--- src/rtl/mlu_nibble_seq.sv ---
// mlu_nibble_seq
//   Multi-cycle MLU sequencer. It walks the latched A/B operands one nibble
//   per clock through an external combinational mlu_slice. It chains the
//   slice prop/gen outputs into a ripple carry and assembles the result and
//   the flags.
//
// Parameters
//   NIBBLES        operand width in nibbles (2..16); word width is 4*NIBBLES
//
// Ports
//   i_clk          clock, rising edge
//   i_n_rst        asynchronous active-low reset
//   i_start        request pulse, accepted only while o_busy is low
//   i_op           MLU opcode, latched when a request is accepted
//   i_a, i_b       operands, latched when a request is accepted
//   o_busy         high while nibbles are in flight (state RUN)
//   o_done         one-cycle pulse; o_result and the flags are valid
//   o_result       assembled result, held until the next accepted start
//   o_c_out        carry out of the top nibble
//   o_zero         high when the whole result is zero
//   o_v            signed overflow (present only with MLU_SEQ_OVERFLOW_EN)
//   o_slice_addr   {cin, op, B nibble, A nibble} driven to the slice
//   i_slice_out    slice response: [3:0] result, [4] prop, [5] gen, [6] zero
//
// Build option
//   MLU_SEQ_OVERFLOW_EN  adds the o_v output and its overflow logic.
//
// Opcode encoding (local copy of the common MLU set)
//   0 NOP, 1 ADD, 2 SUB, 3 AND, 4 OR, 5 XOR, 6 NOT, 7 NOP.
//   Only ADD and SUB need special handling here.

module mlu_nibble_seq #(
    parameter int NIBBLES = 8
) (
    input  logic                   i_clk,
    input  logic                   i_n_rst,
    input  logic                   i_start,
    input  logic [2:0]             i_op,
    input  logic [4*NIBBLES-1:0]   i_a,
    input  logic [4*NIBBLES-1:0]   i_b,
    output logic                   o_busy,
    output logic                   o_done,
    output logic [4*NIBBLES-1:0]   o_result,
    output logic                   o_c_out,
    output logic                   o_zero,
`ifdef MLU_SEQ_OVERFLOW_EN
    output logic                   o_v,
`endif
    output logic [11:0]            o_slice_addr,
    input  logic [7:0]             i_slice_out
);

    localparam int W  = 4 * NIBBLES;
    localparam int CW = $clog2(NIBBLES);

    localparam logic [2:0] MLU_SUB = 3'd2;
`ifdef MLU_SEQ_OVERFLOW_EN
    localparam logic [2:0] MLU_ADD = 3'd1;
`endif

    typedef enum logic [1:0] {S_IDLE, S_RUN, S_DONE} state_t;

    state_t          r_state, w_state_nxt;
    logic [CW-1:0]   r_cnt;
    logic [W-1:0]    r_a, r_b, r_result;
    logic [2:0]      r_op;
    logic            r_cin, r_c_out, r_zero;
    logic            w_accept, w_last, w_cout;
    logic [3:0]      w_a_nib, w_b_nib;
    logic            w_unused;

    assign w_last   = (r_cnt == CW'(NIBBLES - 1));
    assign w_a_nib  = r_a[4*r_cnt +: 4];
    assign w_b_nib  = r_b[4*r_cnt +: 4];
    // Ripple carry through the slice: generate, or propagate the incoming carry.
    assign w_cout   = i_slice_out[5] | (i_slice_out[4] & r_cin);
    // Bit 7 of the slice response carries nothing for this block.
    assign w_unused = i_slice_out[7];

    always_ff @(posedge i_clk or negedge i_n_rst) begin
        if (!i_n_rst) r_state <= S_IDLE;
        else          r_state <= w_state_nxt;
    end

    always_comb begin
        w_state_nxt  = r_state;
        w_accept     = 1'b0;
        o_busy       = 1'b0;
        o_done       = 1'b0;
        o_slice_addr = 12'h000;
        case (r_state)
            S_IDLE: begin
                if (i_start) begin
                    w_accept    = 1'b1;
                    w_state_nxt = S_RUN;
                end
            end
            S_RUN: begin
                o_busy       = 1'b1;
                o_slice_addr = {r_cin, r_op, w_b_nib, w_a_nib};
                if (w_last) w_state_nxt = S_DONE;
            end
            S_DONE: begin
                o_done = 1'b1;
                // A start seen during the DONE cycle chains straight into RUN.
                if (i_start) begin
                    w_accept    = 1'b1;
                    w_state_nxt = S_RUN;
                end else begin
                    w_state_nxt = S_IDLE;
                end
            end
            default: w_state_nxt = S_IDLE;
        endcase
    end

    always_ff @(posedge i_clk or negedge i_n_rst) begin
        if (!i_n_rst) begin
            r_a      <= '0;
            r_b      <= '0;
            r_op     <= 3'd0;
            r_cnt    <= '0;
            r_cin    <= 1'b0;
            r_result <= '0;
            r_c_out  <= 1'b0;
            r_zero   <= 1'b0;
        end else if (w_accept) begin
            r_a      <= i_a;
            r_b      <= i_b;
            r_op     <= i_op;
            r_cnt    <= '0;
            // Subtract runs as A + ~B + 1, so its first carry-in is 1.
            r_cin    <= (i_op == MLU_SUB);
            r_result <= '0;
            r_c_out  <= 1'b0;
            r_zero   <= 1'b1;
        end else if (r_state == S_RUN) begin
            r_result[4*r_cnt +: 4] <= i_slice_out[3:0];
            r_cin    <= w_cout;
            r_zero   <= r_zero & i_slice_out[6];
            r_cnt    <= w_last ? '0 : r_cnt + CW'(1);
            if (w_last) r_c_out <= w_cout;
        end
    end

    assign o_result = r_result;
    assign o_c_out  = r_c_out;
    assign o_zero   = r_zero;

`ifdef MLU_SEQ_OVERFLOW_EN
    logic r_v;
    logic w_a_msb, w_b_msb, w_r_msb;

    assign w_a_msb = r_a[W-1];
    assign w_b_msb = r_b[W-1];
    // The MSB of the result arrives from the slice on the final RUN edge.
    assign w_r_msb = i_slice_out[3];

    always_ff @(posedge i_clk or negedge i_n_rst) begin
        if (!i_n_rst) begin
            r_v <= 1'b0;
        end else if (w_accept) begin
            r_v <= 1'b0;
        end else if (r_state == S_RUN && w_last) begin
            if (r_op == MLU_ADD)
                r_v <= (w_a_msb == w_b_msb) & (w_r_msb != w_a_msb);
            else if (r_op == MLU_SUB)
                r_v <= (w_a_msb != w_b_msb) & (w_r_msb != w_a_msb);
            else
                r_v <= 1'b0;
        end
    end

    assign o_v = r_v;
`endif

endmodule

--- config.mk ---
export PLATFORM = sky130hd
export DESIGN_NAME = mlu_nibble_seq
export DESIGN_NICKNAME = d
export VERILOG_FILES = /design/src/rtl/mlu_nibble_seq.sv
export SDC_FILE = /design/constraint.sdc
export NUM_CORES = 1
export LEC_CHECK = 0
export CORE_UTILIZATION = 35
export DETAILED_ROUTE_END_ITERATION = 6
export GPL_TIMING_DRIVEN = 0
export REMOVE_ABC_BUFFERS = 1
export SLEW_MARGIN = 20
export SYNTH_ARGS = -nofsm -noshare
export SYNTH_HDL_FRONTEND = slang
export SYNTH_SLANG_ARGS = --single-unit
--- constraint.sdc ---
create_clock -name i_clk -period 3.5 [get_ports i_clk]
set_input_delay 0.7 -clock i_clk [delete_from_list [all_inputs] [get_ports i_clk]]
set_output_delay 0.7 -clock i_clk [all_outputs]
set_load 0.02 [all_outputs]
==> impl_results.md, run 1 <==
- Status: finished, final reports clean
- CP endpoint kind: output pin
- Detailed Routing Iterations Pass 1: 4
- Pre-CTS setup slack: 508 ps
- Seq/Total Area, Yosys: 53.1%
- Synth Area in Simple Gates: 24.5%
- CP startpoint kind: flop
- Cell Chain, Critical Path: nand2b_1 > inv_1 > and3_1 > clkdlybuf4s50_1
- Crit share post-route: 94.1%
- P_leak: approximately 3.1 nW
- Reg-to-reg setup timing slack: 700 ps
- Fmax: roughly 300 MHz
- Mapped Cells: 542
- Syn_area_per_cell: 9.30 um2
- NumNets Final: 730
- Initial Util: 36.0%
- Hold Worst Slack: 290 ps
- Clock Latency Late Sink: 360 ps
- Die X: approximately 120 um
- Core area: 14000 um2
- CTS max path bufs: 2
- Crit. Startpoint: r_state[1]$_DFFE_PN0P_
- Worst Tran Pin Value: 814 ps
- H-tree lvl count: 3
- Worst-path clk slew: 70 ps
- Multiplexer share of the synthesized area: 12.7%
- Mapped Area: approximately 5000 um2
- Relative slew slack: a little under half
- Synth top area cells: dfrtp_1 (53%), nand2_1 (18%), mux2i_1 (13%)
- Distinct cells, synth: 32
- Slowest cell on the critical path: clkdlybuf4s50_1
- Synth Area in Adders: a little under 2%
- Setup Viol. Count Final: 0
- Number of synthesized register bits: 107
- Synth top area share: 53.1%
- Fraction of synthesized cell area in xor and xnor cells: 0%
- Max Slew Vio Count: 0
- Vias in the first global route: 4116
- Syn. warnings: 0
- Worst-path maximum fanout: 20
- Cells after DPL: 813
- Initial DRC count: 179
- Pwr Density: 862 nW/um2
- Area growth from synthesis to layout: 33.7%
- Grt ovf: 0
- Area taken by flip-flops and latches: 2680 um2
- Largest net degree at the start of global routing: 70
- Final hold vios: 0
- Die area: roughly 15000 um2
- Largest family of logic cells by synthesized area: simple AND/OR/NAND/NOR gates
- Worst EP arrival: approximately 2600 ps
- DR WL/cell: about 15 um
- Global Route Usage Sum: 18.0%
- Layout Skew: 5.54 ps
- Final min period: about 3300 ps
- Peak supply drop: between 0.0004 and 0.0005 V
- Root buffer cell: clkbuf_16
- Remaining routing DRC violations: 0
- Hold Path Class: primary input to async pin
- Final HPWL DP: 8.42 mm
- Reg-to-Reg Start: r_cnt[0]$_DFFE_PN0P_
- First-pass GRT wire length: 20.5 mm
- Worst EP required: approximately 2800 ps
- WL final: approximately 12 mm
- Fin cells: 829
- N_diodes: 0
- Multi-input gate area: 2200 um2
- Via/cell ratio: 4.87
- # clock sinks: around 110
- Post-synth top area cell: dfrtp_1
- Ports: 126
- Layout cells sized above 1: 4.31%
- Setup Buffers After CTS: 0
- CTS tree: done
- Initial antenna violation count: 0
- Routed Antenna Nets: 0
- Final core occ: 48.2%
- Die H: 122 um
- Post-synthesis compound-gate area fraction: under 10%
- # port buffers: 124
- RSZ-0062 raised after global routing: false
- CP max stage delay: 620 ps
- Via count: approximately 4000
- Num CTS Buffers: 9
- Maxcap violations: 0
- Row count: 43
- # fillers: 1396
- Crit Path Category: flop to output pin
- Setup TNS: 0 ps
- Worst setup slack after layout: 207 ps
- GP Congestion: about 0.75
-- final timing paths --
kind / endpoint / cells after the start
hold reg to reg: r_op[1]$_DFFE_PN0N_ / 2
setup reg to reg: o_result[18]$_DFFE_PN0P_ / 6
setup / recovery: o_slice_addr[5] / 4
max in group asynchronous: r_cnt[0]$_DFFE_PN0P_ / 2
min in group i_clk: r_op[1]$_DFFE_PN0N_ / 2
hold / removal: r_b[28]$_DFFE_PN0N_ / 1
-- synth_stat cells, drive strengths merged --
cell / number
a21oi: 2
a21o: 1
nor2: 9
nor3b: 1
nor3: 4
o21ai: 2
clkbuf: 20
inv: 5
o31ai: 4
nor4b: 2
mux2i: 64
a22o: 1
dfrtp: 107
ha: 8
nand4: 8
nand2b: 2
buf: 16
and3: 9
and2: 6
nand3: 9
nand2: 238
and2b: 3
nor2b: 2
a32o: 1
a211oi: 1
nand3b: 1
a22oi: 16
-- state kept, by name, indices dropped and copies added (netlist names) --
register  flops
o_c_out       1
o_result     32
o_zero        1
r_a          32
r_b          32
r_cin         1
r_cnt         3
r_op          3
r_state       2
-- power by group --
| group | total [W] | switching [W] | leakage, nW | internal [W] |
|---|---|---|---|---|
| combinational | 0.00262 | 0.00142 | 1.63 | 0.00120 |
| clock | 0.00104 | 0.000483 | 0.142 | 0.000559 |
| sequential | 0.00215 | 0.000411 | 1.37 | 0.00174 |
-- routing by layer --
layer	vias to the layer above	GRT usage [%]	part of all wire, %
met5	-	0	0
met4	0	7.18	1.6
met3	12	3.65	5.0
met2	106	28.6	46
met1	1947	23.9	47
li1	1973	-	-
-- per-stage QoR --
| step | power [W] | area (um2) |
|---|---|---|
| floorplan | 0.00373 | 4880 |
| global placement | 0.00476 | 6340 |
| detailed placement | 0.00480 | 6430 |
| CTS | 0.00587 | 6740 |
| global route | 0.00623 | 6740 |
| finish | 0.00581 | 6740 |
-- timing repair --
item,in CTS,in global routing
gates resized for setup,0,2
endpoints found under the setup margin,0,6
hold buffers,0,0
-- area by class of cell --
type | count | area share [%]
sequential | 107 | 39.8
clock buffer | 9 | 3.34
tap | 180 | 3.34
clock inverter | 7 | 1.13
inverter | 5 | 0.278
timing repair buffer | 127 | 19.5
multi-input combinational | 394 | 32.6
-- logic make-up (layout without fill, tap and decap cells) --
logic type               after synthesis  in the layout
flip-flops                           107            107
AO/OA/AOI/OAI                         28             28
AND/OR/NAND/NOR                      294            294
adder cells (fa/ha/maj)                8              8
multiplexers                          64             64
buffers and inverters                 41            148
-- worst max-delay path: cells and delay by family, from the launching register on --
family | cells | cell delay, ps
DFF | 1 | 390
and+or+nand+nor | 2 | 620
buffers and inverters | 2 | 1220
-- cells in the final DEF (no fill, tap or decap), types with 4 or more instances in the layout --
cell type and instances:
nand2_1 238, mux2i_1 64, dfrtp_1 106, nor3_1 4, clkbuf_16 9, a22oi_1 16
nand3_1 9, and2_1 6, clkdlybuf4s50_1 123, ha_1 8, inv_1 5, o31ai_1 4
and3_1 9, nor2_1 7, nand4_1 8
No activity file was read; power rests on OpenSTA's default activity.
==> run 2, diff against run 1 <==
--- a/config.mk
+++ b/config.mk
@@ -8,7 +8,6 @@
 export CORE_UTILIZATION = 35
 export DETAILED_ROUTE_END_ITERATION = 6
 export GPL_TIMING_DRIVEN = 0
-export REMOVE_ABC_BUFFERS = 1
 export SLEW_MARGIN = 20
 export SYNTH_ARGS = -nofsm -noshare
 export SYNTH_HDL_FRONTEND = slang
==> impl_results.md, run 2 (synthesis results as in run 1) <==
- Worst EP required: around 2800 ps
- Ports: 126
- Area growth from synthesis to layout: 35.5%
- Max Slew Vio Count: 0
- P_leak: 3.21 nW
- Clock Latency Late Sink: 340 ps
- Layout Skew: 6.10 ps
- CTS max path bufs: 2
- Die area: 14900 um2
- Core area: 14000 um2
- Highest metal used: met4
- Pwr Density: between 800 and 900 nW/um2
- NumNets Final: 764
- Maxcap violations: 0
- Routed Antenna Nets: 0
- CTS tree: done
- Mapped Nets: about 630
- Relative slew slack: a little under half
- Hold Path Class: primary input to async pin
- DR WL/cell: 15.7 um
- Final hold vios: 0
- Via count: between 4000 and 5000
- Commonest non-fill, non-tap cell in the layout: nand2_1
- RSZ-0062 raised after global routing: false
- Met2 wire length: around 6.3 mm
- Final core occ: 48.8%
- # fillers: 1354
- N_diodes: 0
- Die H: 122 um
- Metal-1 WL: just over 6 mm
- Worst EP arrival: 2670 ps
- Crit Path Category: flop to output pin
- Initial Util: ~36%
- Crit. Startpoint: r_cnt[0]$_DFFE_PN0P_
- Worst-path maximum fanout: 10
- Num CTS Buffers: 9
- Worst reg2reg endpoint: o_result[18]$_DFFE_PN0P_
- Crit share post-route: 96.3%
- GP Congestion: 0.801
- Layout cells sized above 1: 4.99%
- Reg-to-reg setup timing slack: about 660 ps
- Row count: 43
- Status: finished, final reports clean
- Final HPWL DP: about 10 mm
- Final min period: 3370 ps
- Global Route Usage Sum: 19.1%
- Hold buffer count at CTS: 0
- Remaining routing DRC violations: 0
- Capture point of the worst path: o_slice_addr[6]
- H-tree lvl count: 3
- Grt ovf: 0
- Initial antenna violation count: 0
- Largest net degree at the start of global routing: 62
- Die X: ~120 um
- Power Total: approximately 0.006 W
- CP endpoint kind: output pin
- WL final: 13.5 mm
- # port buffers: 124
- Via/cell ratio: roughly 4.9
- Hold Worst Slack: 291 ps
- Most frequent cells in the layout: nand2_1 (238), clkdlybuf4s50_1 (123), dfrtp_1 (107)
- R2R depth: 9
- # clock sinks: 107
- Initial DRC count: roughly 170
- Worst-path clk slew: 70 ps
- CP startpoint kind: flop
- Reg-to-Reg Start: r_cnt[0]$_DFFE_PN0P_
- First-pass GRT wire length: 21.9 mm
- Detailed Routing Iterations Pass 1: 5
- Root buffer cell: clkbuf_16
- Vias in the first global route: about 4300
- Detail Route met3 WL: 802 um
- Setup Viol. Count Final: 0
- Fmax: 297 MHz
- Peak supply drop: 0.000525 V
- Setup Buffers After CTS: 0
- Worst Tran Pin Value: 809 ps
run 2: worst max-delay path, cell delays in order (launching register included):
cell and delay (ps):
dfrtp_1 400, buf_2 190, buf_4 230, buf_4 280, mux2i_1 330, a22oi_1 120, and3_1 240, clkdlybuf4s50_1 530
run 2: final cells by class:
class	instances	area [um2]	area share, %
sequential	107	2680	39.2
multi-input combinational	394	2180	31.9
clock buffer	13	260	3.81
timing repair buffer	125	1270	18.6
clock inverter	2	35.0	0.513
tap	180	225	3.30
inverter	5	18.8	0.275
buffer	36	165	2.42
run 2: repair_timing:
action | CTS | global route
resized for setup | 0 | 2
setup endpoints to repair | 0 | 5
hold endpoints to repair | 0 | 0
run 2: metrics by stage:
step,std cells,setup slack (ps),TNS (ps),instance area (um2)
after global routing,862,10.7,0,6830
final,862,128,0,6830
after detailed placement,847,412,0,6540
after CTS,862,36.8,0,6830
after floorplan,542,1120,0,5040
after global placement,846,-2220,-236220,6510
run 2: where the power goes:
part	switching, W	internal, W
Sequential	0.000273	0.00174
Clock	0.000425	0.000590
Combinational	0.00165	0.00125
Total	0.00235	0.00357
run 2: how the worst min path moves through the flow:
stage	depth (start not counted)	start	endpoint
final	1	i_n_rst	o_result[27]$_DFFE_PN0P_
after global routing	1	i_n_rst	o_result[11]$_DFFE_PN0P_
after CTS	1	i_n_rst	o_result[27]$_DFFE_PN0P_
after detailed placement	2	r_b[3]$_DFFE_PN0N_	r_b[3]$_DFFE_PN0N_
after global placement	2	r_b[27]$_DFFE_PN0N_	r_b[27]$_DFFE_PN0N_
after floorplan	0	i_n_rst	o_c_out$_DFFE_PN0P_
run 2: per-layer routing:
layer  up-vias  track usage, %
li1       2042               -
met1      1978            25.8
met2       142            30.8
met3        20            3.93
met4         0            5.79
met5         -               0
